File: config.mk
export PLATFORM = sky130hd
export DESIGN_NAME = tx_8b10b_framer
export DESIGN_NICKNAME = d
export VERILOG_FILES = /design/src/rtl/line8b10b_pkg.sv /design/src/rtl/crc8_byte.sv /design/src/rtl/tx_8b10b_framer.sv
export SDC_FILE = /design/constraint.sdc
export NUM_CORES = 1
export LEC_CHECK = 0
export CAP_MARGIN = 20
export CORE_MARGIN = 4
export CORE_UTILIZATION = 49
export CTS_BUF_LIST = sky130_fd_sc_hd__clkbuf_2 sky130_fd_sc_hd__clkbuf_4 sky130_fd_sc_hd__clkbuf_8
export DETAILED_ROUTE_END_ITERATION = 8
export PLACE_DENSITY = 0.78
export SYNTH_ARGS = -nofsm -noshare
export SYNTH_HDL_FRONTEND = slang
export SYNTH_SLANG_ARGS = --single-unit
File: constraint.sdc
create_clock -name i_clk -period 4.65 [get_ports i_clk]
set_input_delay 1.1625 -clock i_clk [delete_from_list [all_inputs] [get_ports i_clk]]
set_output_delay 1.1625 -clock i_clk [all_outputs]
set_load 0.01 [all_outputs]
File: src/rtl/line8b10b_pkg.sv
// Shared constants and types for the 8B/10B transmit framer.
// K-codes, framer state encoding and the CRC-8 polynomial.
package line8b10b_pkg;

    localparam logic [7:0] K28_5     = 8'hBC;
    localparam logic [7:0] K27_7     = 8'hFB;
    localparam logic [7:0] K29_7     = 8'hFD;
    localparam logic [7:0] CRC8_POLY = 8'h07;

    typedef enum logic [1:0] {
        IDLE,
        DATA,
        CRC,
        EOF
    } state_e;

endpackage

File: src/rtl/crc8_byte.sv
// Combinational one-byte CRC-8 step (poly 0x07, MSB-first).
// Ports: crc_in, data -> crc_out.
module crc8_byte
    import line8b10b_pkg::*;
(
    input  logic [7:0] crc_in,
    input  logic [7:0] data,
    output logic [7:0] crc_out
);

    logic [7:0] c;

    always_comb begin
        c = crc_in ^ data;
        for (int i = 0; i < 8; i++) begin
            if (c[7]) begin
                c = {c[6:0], 1'b0} ^ CRC8_POLY;
            end else begin
                c = {c[6:0], 1'b0};
            end
        end
        crc_out = c;
    end

endmodule

File: src/rtl/tx_8b10b_framer.sv
// Byte stream -> per-clock 8B/10B character stream with SOF/EOF framing.
// Ports: i_clk, i_reset (sync, high), i_tdata/i_tvalid/i_tlast/o_tready
// byte handshake, o_data/o_datak encoder character, o_busy, o_underrun.
// Optional CRC-8 trailer byte: define TX_8B10B_FRAMER_CRC8_EN.
module tx_8b10b_framer
    import line8b10b_pkg::*;
#(
    parameter int ALIGN_INTERVAL = 64,
    parameter int MIN_IFG        = 2
) (
    input  logic       i_clk,
    input  logic       i_reset,
    input  logic [7:0] i_tdata,
    input  logic       i_tvalid,
    input  logic       i_tlast,
    output logic       o_tready,
    output logic [7:0] o_data,
    output logic       o_datak,
    output logic       o_busy,
    output logic       o_underrun
);

    localparam int AW = $clog2(ALIGN_INTERVAL + 1);
    localparam int IW = (MIN_IFG > 0) ? $clog2(MIN_IFG + 1) : 1;

    state_e        state_q, state_d;
    logic [AW-1:0] align_cnt_q, align_cnt_d;
    logic [IW-1:0] ifg_cnt_q, ifg_cnt_d;
    logic [7:0]    data_q, data_d;
    logic          datak_q, datak_d;
    logic          busy_q, busy_d;
    logic          underrun_q, underrun_d;
    logic          align_due;
    logic          is_comma;

`ifdef TX_8B10B_FRAMER_CRC8_EN
    logic [7:0] crc_q, crc_d, crc_next;

    crc8_byte u_crc (
        .crc_in  (crc_q),
        .data    (i_tdata),
        .crc_out (crc_next)
    );
`endif

    assign align_due = (align_cnt_q == AW'(ALIGN_INTERVAL));
    assign o_tready  = (state_q == DATA) && !align_due;

    always_comb begin
        state_d    = state_q;
        ifg_cnt_d  = ifg_cnt_q;
        data_d     = K28_5;
        datak_d    = 1'b1;
        busy_d     = 1'b0;
        underrun_d = 1'b0;
`ifdef TX_8B10B_FRAMER_CRC8_EN
        crc_d      = crc_q;
`endif
        unique case (state_q)
            IDLE: begin
                if (ifg_cnt_q != '0) begin
                    ifg_cnt_d = ifg_cnt_q - IW'(1);
                end else if (i_tvalid) begin
                    data_d  = K27_7;
                    busy_d  = 1'b1;
                    state_d = DATA;
`ifdef TX_8B10B_FRAMER_CRC8_EN
                    crc_d   = 8'h00;
`endif
                end
            end
            DATA: begin
                busy_d = 1'b1;
                if (align_due) begin
                    // forced comma: byte stays on the bus
                end else if (i_tvalid) begin
                    data_d  = i_tdata;
                    datak_d = 1'b0;
`ifdef TX_8B10B_FRAMER_CRC8_EN
                    crc_d   = crc_next;
                    if (i_tlast) state_d = CRC;
`else
                    if (i_tlast) state_d = EOF;
`endif
                end else begin
                    underrun_d = 1'b1;
                end
            end
`ifdef TX_8B10B_FRAMER_CRC8_EN
            CRC: begin
                data_d  = crc_q;
                datak_d = 1'b0;
                busy_d  = 1'b1;
                state_d = EOF;
            end
`endif
            EOF: begin
                data_d    = K29_7;
                busy_d    = 1'b1;
                ifg_cnt_d = IW'(MIN_IFG);
                state_d   = IDLE;
            end
            default: begin
                state_d = IDLE;
            end
        endcase

        // run length of non-comma characters for receiver alignment
        is_comma = datak_d && (data_d == K28_5);
        if (is_comma) begin
            align_cnt_d = '0;
        end else if (align_due) begin
            align_cnt_d = align_cnt_q;
        end else begin
            align_cnt_d = align_cnt_q + AW'(1);
        end
    end

    always_ff @(posedge i_clk) begin
        if (i_reset) begin
            state_q     <= IDLE;
            align_cnt_q <= '0;
            ifg_cnt_q   <= '0;
            data_q      <= K28_5;
            datak_q     <= 1'b1;
            busy_q      <= 1'b0;
            underrun_q  <= 1'b0;
`ifdef TX_8B10B_FRAMER_CRC8_EN
            crc_q       <= 8'h00;
`endif
        end else begin
            state_q     <= state_d;
            align_cnt_q <= align_cnt_d;
            ifg_cnt_q   <= ifg_cnt_d;
            data_q      <= data_d;
            datak_q     <= datak_d;
            busy_q      <= busy_d;
            underrun_q  <= underrun_d;
`ifdef TX_8B10B_FRAMER_CRC8_EN
            crc_q       <= crc_d;
`endif
        end
    end

    assign o_data     = data_q;
    assign o_datak    = datak_q;
    assign o_busy     = busy_q;
    assign o_underrun = underrun_q;

endmodule

==> results.md, run 1 <==
- The flip-flop cell with the highest count after synthesis is sky130_fd_sc_hd__dfxtp_1.
- The number of antenna violations at the first check in global routing is 0.
- The area used by multi-input combinational logic is between 400 and 500 µm².
- The maximum clock frequency is 318 MHz.
- In this run the worst hold path is classified as flop to flop.
- The wire-length estimate of the detail-placed layout is around 1300 µm.
- Routability-driven placement finished with a final weighted congestion of 0.793.
- The final route contains 729 vias.
- The cell depth of the worst flop-to-flop path is 5.
- Setup slack on the worst reg-to-reg path comes out at 3020 ps.
- The number of top-level design ports is 24.
- The fraction of layout cells with a size suffix above 1 is approximately an eighth.
- Counting flops and latches in the post-synthesis netlist gives 22.
- The floorplan step defined a core boundary enclosing approximately 1700 µm².
- Summed over all instances, the cell type with the most area after synthesis is sky130_fd_sc_hd__dfxtp_1.
- Setup repair after global routing left no endpoint under its margin.
- TritonCTS built the clock tree.
- The count of buffer and inverter cells on the critical path is 3.
- The final count of hold timing violations is 0.
- The first routing iteration left 14 violations.
- For this run, the register share of the synthesized area comes to between 40% and 50%.
- STA classifies the critical path startpoint as a flop.
- During synthesis, Yosys emitted a total of 0 warnings.
- Clock tree synthesis inserted a total of 3 buffers.
- The cell family contributing the most delay on the critical path is buffers and inverters.
- The final critical path time including I/O delays and setup is 3150 ps.
- After the flow finishes, the layout carries non-filler instances totaling 143.
- The power density of the placed cells is 431 nW/µm².
- Along the worst hold path, the cell count comes to 1.
- The measured slew at the worst slew-check pin is 540 ps.
- The number of nets in the layout is about 140.
- The number of detailed-routing iterations run before antenna repair is 4.
- The overall die area is approximately 2600 µm².
- The initial core utilization is 51.9%.
- Synthesis produced a netlist with a net count of 111.
- After detailed routing, the number of remaining DRC violations is 0.
- The analysis attributes to cell leakage a power of roughly 0.45 nW.
- Global routing consumed, over all layers together, 15.9% of the routing resources.
- In this run the critical register-to-register path is captured at align_cnt_q[1]$_SDFFE_PP0P_.
- The synthesized netlist cell count is 96.
- Data on the critical path is required at its endpoint by ~3500 ps.
- After layout, the worst path uses 67.7% of the clock period.
- The clock passes through at most 2 buffers.
- By count the netlist is led by 22 x sky130_fd_sc_hd__dfxtp_1, 11 x sky130_fd_sc_hd__nor2_1, 8 x sky130_fd_sc_hd__nand3_1.
- Measured along the x axis, the die boundary spans around 51 µm.
- STA classifies the critical path endpoint as an output pin.
- The number of buffers added to fix hold violations after cts is 0.
- The mean instance size in the synthesized netlist is roughly 9.3 µm².
- The total number of clock tree sinks is 22.
- The via count of the first global-routing pass is 680.
- The area share of the largest cell type after synthesis is between 40% and 50%.
- On the worst path, the slowest cell contributes a delay of ~530 ps.
- Setup total negative slack on the finished layout was measured at 0 ps.
- Across the run, the number of max-cap violations was 0.
- The largest fanout on the critical path is 6.
- By area the synthesized netlist is led by sky130_fd_sc_hd__dfxtp_1 49%, sky130_fd_sc_hd__nor2_1 4.6%, sky130_fd_sc_hd__nand3_1 4.5%.
- Yosys mapped the design onto 27 distinct sky130hd cell types.
- The flow ran to the end, and the final reports show no timing, DRC or antenna violations.
- The area growth from synthesis to layout is 29.7%.
- The maximum resistive drop on vdd is 0.000362 V.
- The initialized floorplan defines 15 standard-cell rows.
- The total overflow left after global routing is 0.
- The cell type of the slowest stage on the worst timing path is sky130_fd_sc_hd__clkdlybuf4s50_1.
- The most frequent cell after synthesis is sky130_fd_sc_hd__dfxtp_1.
- The class of the most critical setup path is flop to output pin.
- The remaining antenna violation count is 0.
- The data arrival time of the critical path is a little under 2000 ps.
- The filler cell count is 148.
- The source of the worst hold timing path is align_cnt_q[0]$_SDFFE_PP0P_.
- After detailed routing, the total wire length is 1760 µm.
- The number of buffers added on ports is 23.
- Walking the worst path, the cells encountered are inv_1 > ha_1 > nand3_1 > nand3_1 > inv_1 > clkdlybuf4s50_1.
- In this run, placement finished with an instance count of 140.
- The final clock skew is between 4 and 5 ps.
- The synthesized netlist occupies a cell area of around 900 µm².
- Buffers added to address setup during post-CTS repair amount to 0.
- The count of instances resized after the clock tree is built is 0.
- The relative slew slack is between 60% and 70%.
- 0 antenna diodes ended up in the layout.
- The clock latency on the worst-skew pair is roughly 300 ps.
- The library cell used as clock root buffer is sky130_fd_sc_hd__clkbuf_4.
- The startpoint of the worst register-to-register path is align_cnt_q[0]$_SDFFE_PP0P_.
- The end point of the most critical hold path is align_cnt_q[0]$_SDFFE_PP0P_.
- Setup violations remaining at the end of the flow were counted as 0.
- The number of slew-limit violations in the final report is 0.
- In this run, synthesis inferred 0 flip-flops with an integrated enable.
- The first global-routing pass estimated between 3000 and 4000 µm of wire.
- The async set-or-reset flop fraction in the synthesized netlist is 0%.
- At the end of the flow the core is filled with cells to slightly below 70%.
- The routed wirelength normalized by instance count is 12.3 µm.
- The post-CTS clock slew at the launch and capture registers of the worst setup and hold paths is between 100 and 150 ps.
- In the routed layout, each cell is associated on average with a via count of 5.10.
- In this run the number of H-tree levels came out at 1.
- The vertical die dimension is 50.8 µm.
- The area taken by flip-flops and latches is 440 µm².
- Entering global routing, the biggest net connects 20 pins.
==> where the power goes <==
group / switching, mW / internal, mW / leakage, nW
Clock: 0.0514 / 0.0302 / 0.0138
Sequential: 0.0241 / 0.217 / 0.180
Combinational: 0.0851 / 0.0933 / 0.254
==> routing by layer <==
metal / GRT usage (%) / share of wire (%) / vias to the layer above
met1: 18.3 / 44 / 323
met5: 0 / 0 / -
li1: - / - / 376
met4: 9.42 / 2.3 / 0
met2: 26.7 / 46 / 26
met3: 3.56 / 7.4 / 4
==> worst reg2reg max path, stage by stage (launching register included) <==
cell and delay, ps:
sky130_fd_sc_hd__dfxtp_1 450, sky130_fd_sc_hd__inv_1 70, sky130_fd_sc_hd__ha_1 210, sky130_fd_sc_hd__and3_4 180
sky130_fd_sc_hd__or4_4 540, sky130_fd_sc_hd__o21ai_2 130
==> cell families (layout without fill, tap and decap cells) <==
group / Yosys count / count (layout) / synth area share, %
compound gates: 14 / 14 / 11.0
xor+xnor: 5 / 5 / 4.89
fa+ha+maj: 3 / 3 / 4.19
buf+inv: 11 / 33 / 4.89
flops: 22 / 22 / 49.2
simple gates: 41 / 41 / 25.8
==> area by class of cell <==
type                    instances  share of cell area (%)
inverters                       7                    2.26
clock buffers                   3                    1.94
multi-input cells              63                    35.4
flip-flops and latches         22                    37.9
well taps                      25                    2.69
repair buffers                 23                    19.8
==> cells in the final DEF, fill, tap and decap left out, drive strengths merged <==
master,n
or4,1
nand3,8
or2,4
clkdlybuf4s50,23
a22oi,1
o21ai,3
xnor2,2
nor3b,2
a21oi,4
o32a,1
a31oi,3
clkbuf,3
nand2,2
nor2,11
xor2,3
dfxtp,22
nor4,1
inv,7
ha,3
and3,3
nand4bb,1
a41o,2
nor3,6
nor2b,2
==> how the worst max path moves through the flow <==
stage,startpoint,end,slack [ps],depth (start not counted)
CTS,align_cnt_q[0]$_SDFFE_PP0P_,o_tready,1480,6
global placement,align_cnt_q[2]$_SDFFE_PP0P_,o_tready,1860,5
floorplan,align_cnt_q[2]$_SDFFE_PP0P_,o_tready,2410,4
finish,align_cnt_q[0]$_SDFFE_PP0P_,o_tready,1500,6
global route,align_cnt_q[0]$_SDFFE_PP0P_,o_tready,1330,6
detailed placement,align_cnt_q[0]$_SDFFE_PP0P_,o_tready,1830,6
==> sequential cells by signal, indices dropped and copies added (netlist names) <==
name         cells
o_datak          1
o_underrun       1
o_busy           1
state_q          2
o_data           8
ifg_cnt_q        2
align_cnt_q      7
==> per-stage QoR <==
stage	setup slack (ps)	hold slack, ps	power [mW]	instance area [µm²]
3_5_place_dp	1830	518	0.425	1140
2_1_floorplan	2410	488	0.364	896
3_3_place_gp	1860	510	0.418	1140
5_1_grt	1330	575	0.540	1160
6_report	1500	541	0.501	1160
4_1_cts	1480	545	0.505	1160
No activity file was read; power rests on OpenSTA's default activity.
==> run 2: changes to the inputs <==
CORE_UTILIZATION = 44   (was 49)
PLACE_DENSITY = 0.74   (was 0.78)
clock period = 2.7 ns   (was 4.65 ns; I/O delays follow)
==> run 2 against run 1 <==
Compared with the run above: final cell count up 2.8%; critical path depth down 1; worst setup slack worse by 1300 ps; sequential share of layout area down 0.98 points; sequential cell count unchanged.
==> results.md, run 2 (synthesis gave the netlist of run 1 again) <==
- The power density of the placed cells is 754 nW/µm² (+75%).
- The flip-flop count of the largest register, all copies and words added is 8 (unchanged).
- The final clock skew is 8.56 ps (+4.43 ps).
- The path type of the worst min-delay path is flop to flop.
- The total power is 0.904 mW (+80%).
- The clock tree buffer depth is 2 (unchanged).
- The half-perimeter wire length after placement came to 1230 µm (-8.4%).
- The top cell types in the final layout, fill and taps aside, are 23 x sky130_fd_sc_hd__clkdlybuf4s50_1, 20 x sky130_fd_sc_hd__dfxtp_1, 11 x sky130_fd_sc_hd__nor2_1.
- The via count of the first global-routing pass is 657 (-3.4%).
- The maximum resistive drop on vdd is 0.000475 V (+31%).
- The worst setup path is launched from a flop.
- The number of detailed-routing iterations run before antenna repair was 4 (unchanged).
- The measured slew at the worst slew-check pin is 363 ps (-176 ps).
- The overall die area is 2820 µm² (+9.5%).
- Static timing analysis puts the maximum clock frequency at ~390 MHz.
- The total number of clock tree sinks is 22 (unchanged).
- The core area came to 1940 µm² (+12%).
- The CTS H-tree depth is 1 (unchanged).
- The pin count of the biggest net entering global routing is 20 (unchanged).
- The clock latency on the worst-skew pair is 300 ps (about the same).
- The largest fanout on the critical path was 6 (unchanged).
- The number of violations reported at the end of detailed-routing iteration 0 is 10 (-4).
- The fraction of layout cells with a size suffix above 1 was 16.7% (+4.8 points).
- The number of nets in the layout was 136 (+0.74%).
- Setup repair after global routing left no endpoint under its margin.
- The slowest stage of the critical path is the sky130_fd_sc_hd__clkdlybuf4s50_1 cell.
- The number of buffers added on ports came to 23 (unchanged).
- The number of antenna violations at the first check in global routing is 0 (unchanged).
- The leakage power summed over all cells is 0.462 nW (+3.4%).
- The run finished with clean final reports.
- The horizontal extent of the die was 53.1 µm (+4.6%).
- The initial core utilization is 46.1% (-5.8 points).
- The depth of the critical timing path with buffers and inverters included is 5 (-1).
- The routed wirelength normalized by instance count is 11.2 µm (-9.2%).
- The post-CTS clock slew at the launch and capture registers of the worst setup and hold paths came to 120 ps (about the same).
- The detailed-route vias per instance is 4.88 (-4.3%).
- The number of antenna diodes is 0 (unchanged).
- The data arrival time of the critical path is 1870 ps (-120 ps).
- The number of rows created at floorplan is 16 (+1).
- The remaining antenna violation count is 0 (unchanged).
- The vertical die dimension is 53.1 µm (+4.6%).
- The count of final setup violators is 0 (unchanged).
- The CTS buffer count is 3 (unchanged).
- The number of top-level design ports is 24 (unchanged).
- The final count of hold timing violations is 0 (unchanged).
- The global routing usage summed across all routing layers was 13.4% (-2.6 points).
- The final critical-path share of the clock period is 94.1%.
- The post-layout instance count excluding filler cells is 147 (+2.8%).
- The weighted congestion reported at the end of routability-driven placement is 0.789 (-0.44%).
- The sum of overflow across all layers after global routing is 0 (unchanged).
- The relative slew slack is 75.7% (+12 points).
- The number of buffers added to fix hold violations after cts is 0 (unchanged).
- TritonCTS built the clock tree.
- The root buffer cell chosen for the clock tree is sky130_fd_sc_hd__clkbuf_4.
- The count of buffer and inverter cells on the critical path is 2 (-1).
- The critical path data required time is 2030 ps (-1460 ps).
- The number of cells on the worst hold path came to 1 (unchanged).
- The wire length of the first global-routing pass was 2780 µm (-9.0%).
- The library cell used most frequently in the layout, excluding fill and tap cells, is sky130_fd_sc_hd__clkdlybuf4s50_1.
- The overall routed net length is 1640 µm (-6.7%).
- The placed cell count is 143 (+2.1%).
- The filler cell count is 176 (+19%).
- The number of slew-limit violations in the final report is 0 (unchanged).
- The reported max-cap violation count is 0 (unchanged).
- The post-route setup TNS is 0 ps (unchanged).
- The total number of vias is 717 (-1.6%).
- The biggest cell delay along the critical path is 470 ps (-60 ps).
- The cell depth of the worst flop-to-flop path is 5 (unchanged).
- The critical path goes through nor4_2 > nand3_2 > nand3_1 > inv_1 > clkdlybuf4s50_1.
- For the finished layout, the period the worst path requires is about 2500 ps.
- The worst setup path is captured at an output pin.
- The class of the most critical setup path is flop to output pin.
- In this design, the largest share of critical-path delay is due to simple AND/OR/NAND/NOR gates.
- Compared with the post-synthesis result, the final layout area differs by 33.9%.
- The post-CTS setup buffer count is 0 (unchanged).
- The DRC violation count after routing was 0 (unchanged).
- The count of instances resized after the clock tree is built is 0 (unchanged).
- The final core utilization is 61.8% (-5.5 points).
==> run 2: stage by stage <==
step / hold WS, ps / area [µm²] / setup WS (ps)
6_report: 493 / 1200 / 159
4_1_cts: 542 / 1190 / 28.1
3_5_place_dp: 526 / 1150 / 382
3_3_place_gp: 512 / 1150 / 410
5_1_grt: 519 / 1200 / 26.3
2_1_floorplan: 488 / 896 / 948
==> run 2: final timing paths <==
kind / startpoint / end / slack [ps]
worst max-delay path: align_cnt_q[2]$_SDFFE_PP0P_ / o_tready / 160
worst min-delay path: align_cnt_q[0]$_SDFFE_PP0P_ / align_cnt_q[0]$_SDFFE_PP0P_ / 490
worst max register to register: align_cnt_q[0]$_SDFFE_PP0P_ / align_cnt_q[0]$_SDFFE_PP0P_ / 1120
worst min register to register: align_cnt_q[0]$_SDFFE_PP0P_ / align_cnt_q[0]$_SDFFE_PP0P_ / 490
==> run 2: layout make-up <==
cell class | instances | area, µm² | share of cell area [%]
Sequential cell | 22 | 443 | 36.9
Multi-Input combinational cell | 63 | 423 | 35.2
Timing Repair Buffer | 24 | 238 | 19.8
Clock buffer | 4 | 36.3 | 3.02
Tap cell | 27 | 33.8 | 2.82
Inverter | 7 | 26.3 | 2.19
==> run 2: metal layers <==
metal | part of all wire (%) | GRT usage (%) | wire length, µm | vias to the layer above
li1 | - | - | - | 376
met1 | 45 | 16.5 | 741 | 320
met2 | 46 | 22.5 | 763 | 17
met3 | 6.7 | 2.82 | 110 | 4
met4 | 1.5 | 5.11 | 25 | 0
met5 | 0 | 0 | 0 | -
==> run 2: power by group <==
group          switching, mW  total, mW  internal (mW)
clock                 0.0935      0.176         0.0822
sequential            0.0236      0.398          0.375
combinational          0.165      0.330          0.165
total                  0.282      0.904          0.622
